===== src/rtl/riscv_lsu.sv =====
// Multi-cycle RISC-V load/store unit between the execute stage and a byte-lane data memory.
// Handles width decode, lane steering, sign/zero extension and fault reporting.
module riscv_lsu #(
   parameter int unsigned XLEN        = 32,
   parameter int unsigned LANES       = XLEN / 8,
   parameter int unsigned MEM_LATENCY = 1
) (
   input  logic             clk,
   input  logic             rst_b,
   input  logic             req_valid,
   output logic             req_ready,
   input  logic             req_is_store,
   input  logic [2:0]       req_funct3,
   input  logic [XLEN-1:0]  req_addr,
   input  logic [XLEN-1:0]  req_wdata,
   input  logic [4:0]       req_rd,
   output logic             resp_valid,
   output logic [XLEN-1:0]  resp_rdata,
   output logic [4:0]       resp_rd,
   output logic             resp_fault,
   output logic [XLEN-1:0]  mem_addr,
   output logic [7:0]       mem_data_in  [LANES],
   input  logic [7:0]       mem_data_out [LANES],
   output logic             mem_write_en,
   output logic [LANES-1:0] mem_byte_en
);
   localparam int unsigned OFFW = $clog2(LANES);
   localparam int unsigned XW   = $clog2(XLEN);
   localparam int unsigned CNTW = (MEM_LATENCY > 1) ? $clog2(MEM_LATENCY) : 1;

   typedef enum logic [1:0] {IDLE, STORE, LOAD, RESP} state_t;

   state_t          state;
   logic [CNTW-1:0] cnt;
   logic [OFFW-1:0] off_q;
   logic [2:0]      funct3_q;
   logic [4:0]      rd_q;

   logic [OFFW-1:0]  off_c;
   logic [XLEN-1:0]  word_addr_c;
   logic [3:0]       size_mask_c;
   logic             legal_c;
   logic             fault_c;
   logic [7:0]       st_lane_c [LANES];
   logic [LANES-1:0] st_be_c;
   logic [XLEN-1:0]  ld_word_c;
   logic [XLEN-1:0]  ld_shift_c;
   logic [XLEN-1:0]  ld_mask_c;
   logic [XLEN-1:0]  ld_data_c;
   int               nbits_c;

   assign off_c       = req_addr[OFFW-1:0];
   assign word_addr_c = {req_addr[XLEN-1:OFFW], OFFW'(0)};
   assign size_mask_c = 4'((4'd1 << req_funct3[1:0]) - 4'd1);

   // Request width legality and alignment
   always_comb begin
      legal_c = 1'b0;
      if (req_is_store) begin
         legal_c = (req_funct3 <= 3'd2) || ((XLEN == 64) && (req_funct3 == 3'd3));
      end else begin
         case (req_funct3)
            3'd0, 3'd1, 3'd2, 3'd4, 3'd5: legal_c = 1'b1;
            3'd3, 3'd6:                   legal_c = (XLEN == 64);
            default:                      legal_c = 1'b0;
         endcase
      end
      fault_c = !legal_c || ((4'(off_c) & size_mask_c) != 4'd0);
   end

   // Steer the low store bytes onto lanes off..off+size-1
   always_comb begin
      for (int i = 0; i < int'(LANES); i++) begin
         st_lane_c[i] = 8'h00;
         st_be_c[i]   = 1'b0;
         if ((i >= int'(off_c)) && (i < int'(off_c) + (1 << req_funct3[1:0]))) begin
            st_lane_c[i] = 8'(req_wdata >> (8 * (i - int'(off_c))));
            st_be_c[i]   = 1'b1;
         end
      end
   end

   // Align the returned word to the access offset and extend to XLEN
   always_comb begin
      for (int i = 0; i < int'(LANES); i++) begin
         ld_word_c[8*i +: 8] = mem_data_out[i];
      end
      ld_shift_c = ld_word_c >> {off_q, 3'b000};
      nbits_c    = 8 << funct3_q[1:0];
      ld_mask_c  = '1;
      ld_data_c  = ld_shift_c;
      if (nbits_c < int'(XLEN)) begin
         ld_mask_c = (XLEN'(1) << nbits_c) - XLEN'(1);
         ld_data_c = ld_shift_c & ld_mask_c;
         if (!funct3_q[2] && ld_shift_c[XW'(nbits_c - 1)]) begin
            ld_data_c = ld_data_c | ~ld_mask_c;
         end
      end
   end

   always_ff @(posedge clk or negedge rst_b) begin
      if (!rst_b) begin
         state        <= IDLE;
         req_ready    <= 1'b1;
         cnt          <= '0;
         off_q        <= '0;
         funct3_q     <= '0;
         rd_q         <= '0;
         resp_valid   <= 1'b0;
         resp_rdata   <= '0;
         resp_rd      <= '0;
         resp_fault   <= 1'b0;
         mem_addr     <= '0;
         mem_data_in  <= '{default: 8'h00};
         mem_write_en <= 1'b0;
         mem_byte_en  <= '0;
      end else begin
         resp_valid   <= 1'b0;
         mem_write_en <= 1'b0;
         mem_byte_en  <= '0;
         case (state)
            IDLE: begin
               if (req_valid) begin
                  req_ready <= 1'b0;
                  off_q     <= off_c;
                  funct3_q  <= req_funct3;
                  rd_q      <= req_rd;
                  if (fault_c) begin
                     state      <= RESP;
                     resp_valid <= 1'b1;
                     resp_rdata <= '0;
                     resp_rd    <= req_rd;
                     resp_fault <= 1'b1;
                  end else if (req_is_store) begin
                     state        <= STORE;
                     mem_addr     <= word_addr_c;
                     mem_data_in  <= st_lane_c;
                     mem_byte_en  <= st_be_c;
                     mem_write_en <= 1'b1;
                     resp_valid   <= 1'b1;
                     resp_rdata   <= '0;
                     resp_rd      <= '0;
                     resp_fault   <= 1'b0;
                  end else begin
                     state    <= LOAD;
                     mem_addr <= word_addr_c;
                     cnt      <= CNTW'(MEM_LATENCY - 1);
                  end
               end
            end
            STORE: begin
               state     <= IDLE;
               req_ready <= 1'b1;
            end
            LOAD: begin
               if (cnt != '0) begin
                  cnt <= cnt - CNTW'(1);
               end else begin
                  state      <= RESP;
                  resp_valid <= 1'b1;
                  resp_rdata <= ld_data_c;
                  resp_rd    <= rd_q;
                  resp_fault <= 1'b0;
               end
            end
            RESP: begin
               state     <= IDLE;
               req_ready <= 1'b1;
            end
            default: begin
               state     <= IDLE;
               req_ready <= 1'b1;
            end
         endcase
      end
   end

endmodule


===== config.mk =====
export PLATFORM = sky130hd
export DESIGN_NAME = riscv_lsu
export DESIGN_NICKNAME = d
export VERILOG_FILES = /design/src/rtl/riscv_lsu.sv
export SDC_FILE = /design/constraint.sdc
export NUM_CORES = 1
export LEC_CHECK = 0
export BUFFER_PORTS_ARGS = -buffer_cell sky130_fd_sc_hd__clkbuf_2
export CAP_MARGIN = 20
export CORE_MARGIN = 1.5
export CORE_UTILIZATION = 54
export CTS_CLUSTER_DIAMETER = 120
export DETAILED_ROUTE_END_ITERATION = 6
export GPL_TIMING_DRIVEN = 0
export PLACE_DENSITY = 0.92
export RECOVER_POWER = 100
export SYNTH_ARGS = -nofsm -noshare
export SYNTH_HDL_FRONTEND = slang
export SYNTH_SLANG_ARGS = --single-unit

===== constraint.sdc =====
create_clock -name clk -period 7 [get_ports clk]
set_input_delay 1.05 -clock clk [delete_from_list [all_inputs] [get_ports clk]]
set_output_delay 1.05 -clock clk [all_outputs]
set_load 0.02 [all_outputs]

==> flow_metrics.env <==
export IMPL_grt_pass1_wl_um=25800
export IMPL_synth_compound_area_share_pct=15.2
export IMPL_leakage_nw=3.54
export IMPL_relSlewSlack_pct=35.9
export IMPL_path_cells="clkbuf_1, clkbuf_1, clkbuf_1, clkbuf_1, inv_1, ha_1, clkbuf_1, clkbuf_1, mux4_2, inv_1, o21ai_0"
export IMPL_synth_common_cells="dfrtp_1 (118), nand2_1 (57), o21ai_0 (48), mux2_2 (47), clkbuf_1 (25)"
export IMPL_synth_top_family_by_area="multiplexers"
export IMPL_synth_area_mux_share_pct=18.2
export IMPL_worstPathMaxFanout=10
export IMPL_ant_nets=0
export IMPL_syn_area_um2=6100
export IMPL_grt_max_degree=120
export IMPL_clock_skew_ns=0.00612
export IMPL_die_w_um=109
export IMPL_fin_nets=891
export IMPL_postCtsHoldBufs=0
export IMPL_clk_pin_slew_worst_paths_ns=0.05
export IMPL_clk_latency_ns=0.40
export IMPL_setup_tns_ns=0
export IMPL_initial_core_util_pct=55.8
export IMPL_ys_warn_count=0
export IMPL_synthXorXnorAreaFrac_pct=0.287
export IMPL_ir_worst_vdd_v=0.000253
export IMPL_netlist_area_leader_share_pct=48.4
export IMPL_endpoint_kind="flop"
export IMPL_n_antenna_cell=0
export IMPL_antenna_found_initial=0
export IMPL_min_period_ns=4.12
export IMPL_slowest_stage="clkbuf_1"
export IMPL_post_cts_buffers=0
export IMPL_vias=5415
export IMPL_wl_um=16900
export IMPL_postSynthCellCount=540
export IMPL_cts_resized=0
export IMPL_async_reset_ff_share_pct=100
export IMPL_drive_above_1_share_pct=26.3
export IMPL_num_rows=38
export IMPL_gp_congestion=0.951
export IMPL_cts_sinks=119
export IMPL_hp_class="reg -> reg"
export IMPL_worst_pin_slew_ns=0.962
export IMPL_drv_slew=0
export IMPL_wl_per_cell_um=18.4
export IMPL_synth_area_top_cells="dfrtp_1 (48%), mux2_2 (8.7%), mux4_2 (6.3%)"
export IMPL_synth_largest_area_cell="dfrtp_1"
export IMPL_clock_path_buffers=2
export IMPL_h_tree_depth=4
export IMPL_grt_use_total_pct=28.6
export IMPL_cpMostUsedCell="clkbuf_1"
export IMPL_timing_final_crit_share_pct=58.9
export IMPL_dp_hpwl_um=12800
export IMPL_power_w=0.00338
export IMPL_synth_seq_cells=119
export IMPL_fmax_mhz=243
export IMPL_synthAdderAreaFrac_pct=2.05
export IMPL_drt_pass1_iterations=5
export IMPL_drtIter0Drc=529
export IMPL_maxCapViolCount=0
export IMPL_syn_area_per_cell_um2=11.3
export IMPL_crit_path_start_kind="input pin"
export IMPL_numPortBuffers=213
export IMPL_hold_ws_ns=0.477
export IMPL_dieArea_um2=11900
export IMPL_die_y_um=109
export IMPL_cp_arrival_ns=4.36
export IMPL_io_pins=217
export IMPL_hold_viol=0
export IMPL_overflow=0
export IMPL_crit_path_max_incr_delay_ns=0.48
export IMPL_synth_simple_area_share_pct=11.0
export IMPL_rsz0062_at_grt="no"
export IMPL_seq_area_frac_synth_pct=48.9
export IMPL_criticalPathCategory="in -> reg"
export IMPL_cts_root_buf="clkbuf_16"
export IMPL_powerDensity_nw_per_um2=439
export IMPL_synth_most_common_cell="dfrtp_1"
export IMPL_ys_types=55
export IMPL_status="finished clean"
export IMPL_worst_slack_ns=2.88
export IMPL_setup_viol=0
export IMPL_synthFlopType="dfrtp_1"
export IMPL_place_ws_ns=2.63
export IMPL_via_per_inst=5.87
export IMPL_area_growth_pct=26.3
export IMPL_cts_buffers=17
export IMPL_core_area_um2=10900
export IMPL_synth_edf_count=0
export IMPL_required_ns=7.24
export IMPL_remaining_drc_errors=0
export IMPL_grt_pass1_vias=5402
export IMPL_tritoncts="built"
-- final timing paths --
| kind | endpoint | slack (ns) | cells past startpoint | startpoint |
|---|---|---|---|---|
| setup / recovery | mem_data_in[10]$_DFFE_PN0P_ | 2.88 | 11 | req_addr[0] |
| hold / removal | resp_fault$_DFFE_PN0P_ | 0.48 | 1 | resp_fault$_DFFE_PN0P_ |
| setup reg to reg | resp_rdata[24]$_DFFE_PN0P_ | 4.07 | 10 | funct3_q[1]$_DFFE_PN0P_ |
| hold reg to reg | resp_fault$_DFFE_PN0P_ | 0.48 | 1 | resp_fault$_DFFE_PN0P_ |
| max in group asynchronous | mem_data_in[5]$_DFFE_PN0P_ | 5.54 | 1 | rst_b |
| min in group asynchronous | mem_addr[19]$_DFFE_PN0P_ | 0.74 | 1 | rst_b |
-- kinds of logic after synthesis --
| group | Yosys count |
|---|---|
| mux | 84 |
| buf+inv | 61 |
| xor+xnor | 2 |
| compound gates | 129 |
| simple gates | 134 |
| fa+ha+maj | 10 |
| flops | 119 |
| other cells | 1 |
-- where the power goes --
group / switching (W) / internal (W) / total [W] / leakage [nW]
sequential: 0.000177 / 0.000980 / 0.00116 / 1.52
clock: 0.000274 / 0.000471 / 0.000745 / 0.249
combinational: 0.000946 / 0.000530 / 0.00148 / 1.77
total: 0.00140 / 0.00198 / 0.00338 / 3.54
-- registers in the layout, indices dropped and copies added, names as in the netlist --
signal / cells
resp_rd: 5
mem_byte_en: 4
state: 2
funct3_q: 3
resp_rdata: 32
resp_valid: 1
mem_write_en: 1
rd_q: 5
mem_data_in: 32
off_q: 2
resp_fault: 1
req_ready: 1
mem_addr: 30
-- critical path: cells and delay by family --
family	cells	cell delay, ns
buffers and inverters	8	2.53
muxes	1	0.40
adders and majority gates	1	0.29
AOI/OAI and AO/OA	1	0.08
-- layer usage --
metal | wire [µm] | vias up | global-route usage (%) | share of wire [%]
met5 | 0 | - | 0 | 0
met4 | 588 | 0 | 12.2 | 3.5
met3 | 1580 | 47 | 7.83 | 9.3
met2 | 8490 | 313 | 50.0 | 50
met1 | 6300 | 2628 | 33.0 | 37
li1 | - | 2427 | - | -
-- final cells by class --
| cell class | count | area, µm² |
|---|---|---|
| Inverter | 20 | 75.1 |
| Clock buffer | 25 | 485 |
| Timing Repair Buffer | 213 | 936 |
| Buffer | 41 | 179 |
| Clock inverter | 4 | 22.5 |
| Tap cell | 140 | 175 |
| Fill cell | 855 | 3230 |
| Sequential cell | 119 | 2980 |
| Multi-Input combinational cell | 361 | 2850 |
-- per-stage QoR --
step | util (%) | instance area, µm² | cells
after global placement | 67.2 | 7340 | 894
final | 70.4 | 7700 | 923
after detailed placement | 67.2 | 7350 | 894
after CTS | 71.9 | 7860 | 923
after floorplan | - | 6100 | 541
after global routing | 70.4 | 7700 | 923
-- placed cells by master (no fill, tap or decap), drive strengths merged, types with 2 or more instances in the layout --
cell type / synthesis / final
a32o: 7 / 7
nor2: 22 / 22
nor3b: 2 / 2
nor2b: 16 / 16
conb: 1 / 2
o211ai: 2 / 2
inv: 20 / 20
and2: 15 / 15
a221o: 6 / 6
ha: 10 / 10
o2111ai: 3 / 3
o31ai: 10 / 10
o221a: 2 / 2
or2: 2 / 2
nand3: 3 / 3
mux4: 17 / 17
clkinv: 0 / 3
nand2b: 6 / 6
o21ai: 50 / 50
nand2: 57 / 57
a21oi: 3 / 3
clkbuf: 25 / 270
a211o: 8 / 8
dfrtp: 118 / 118
nor3: 4 / 4
a211oi: 16 / 16
a22oi: 15 / 15
mux2i: 20 / 20
buf: 16 / 9
mux2: 47 / 47
No activity file was read; power rests on OpenSTA's default activity.
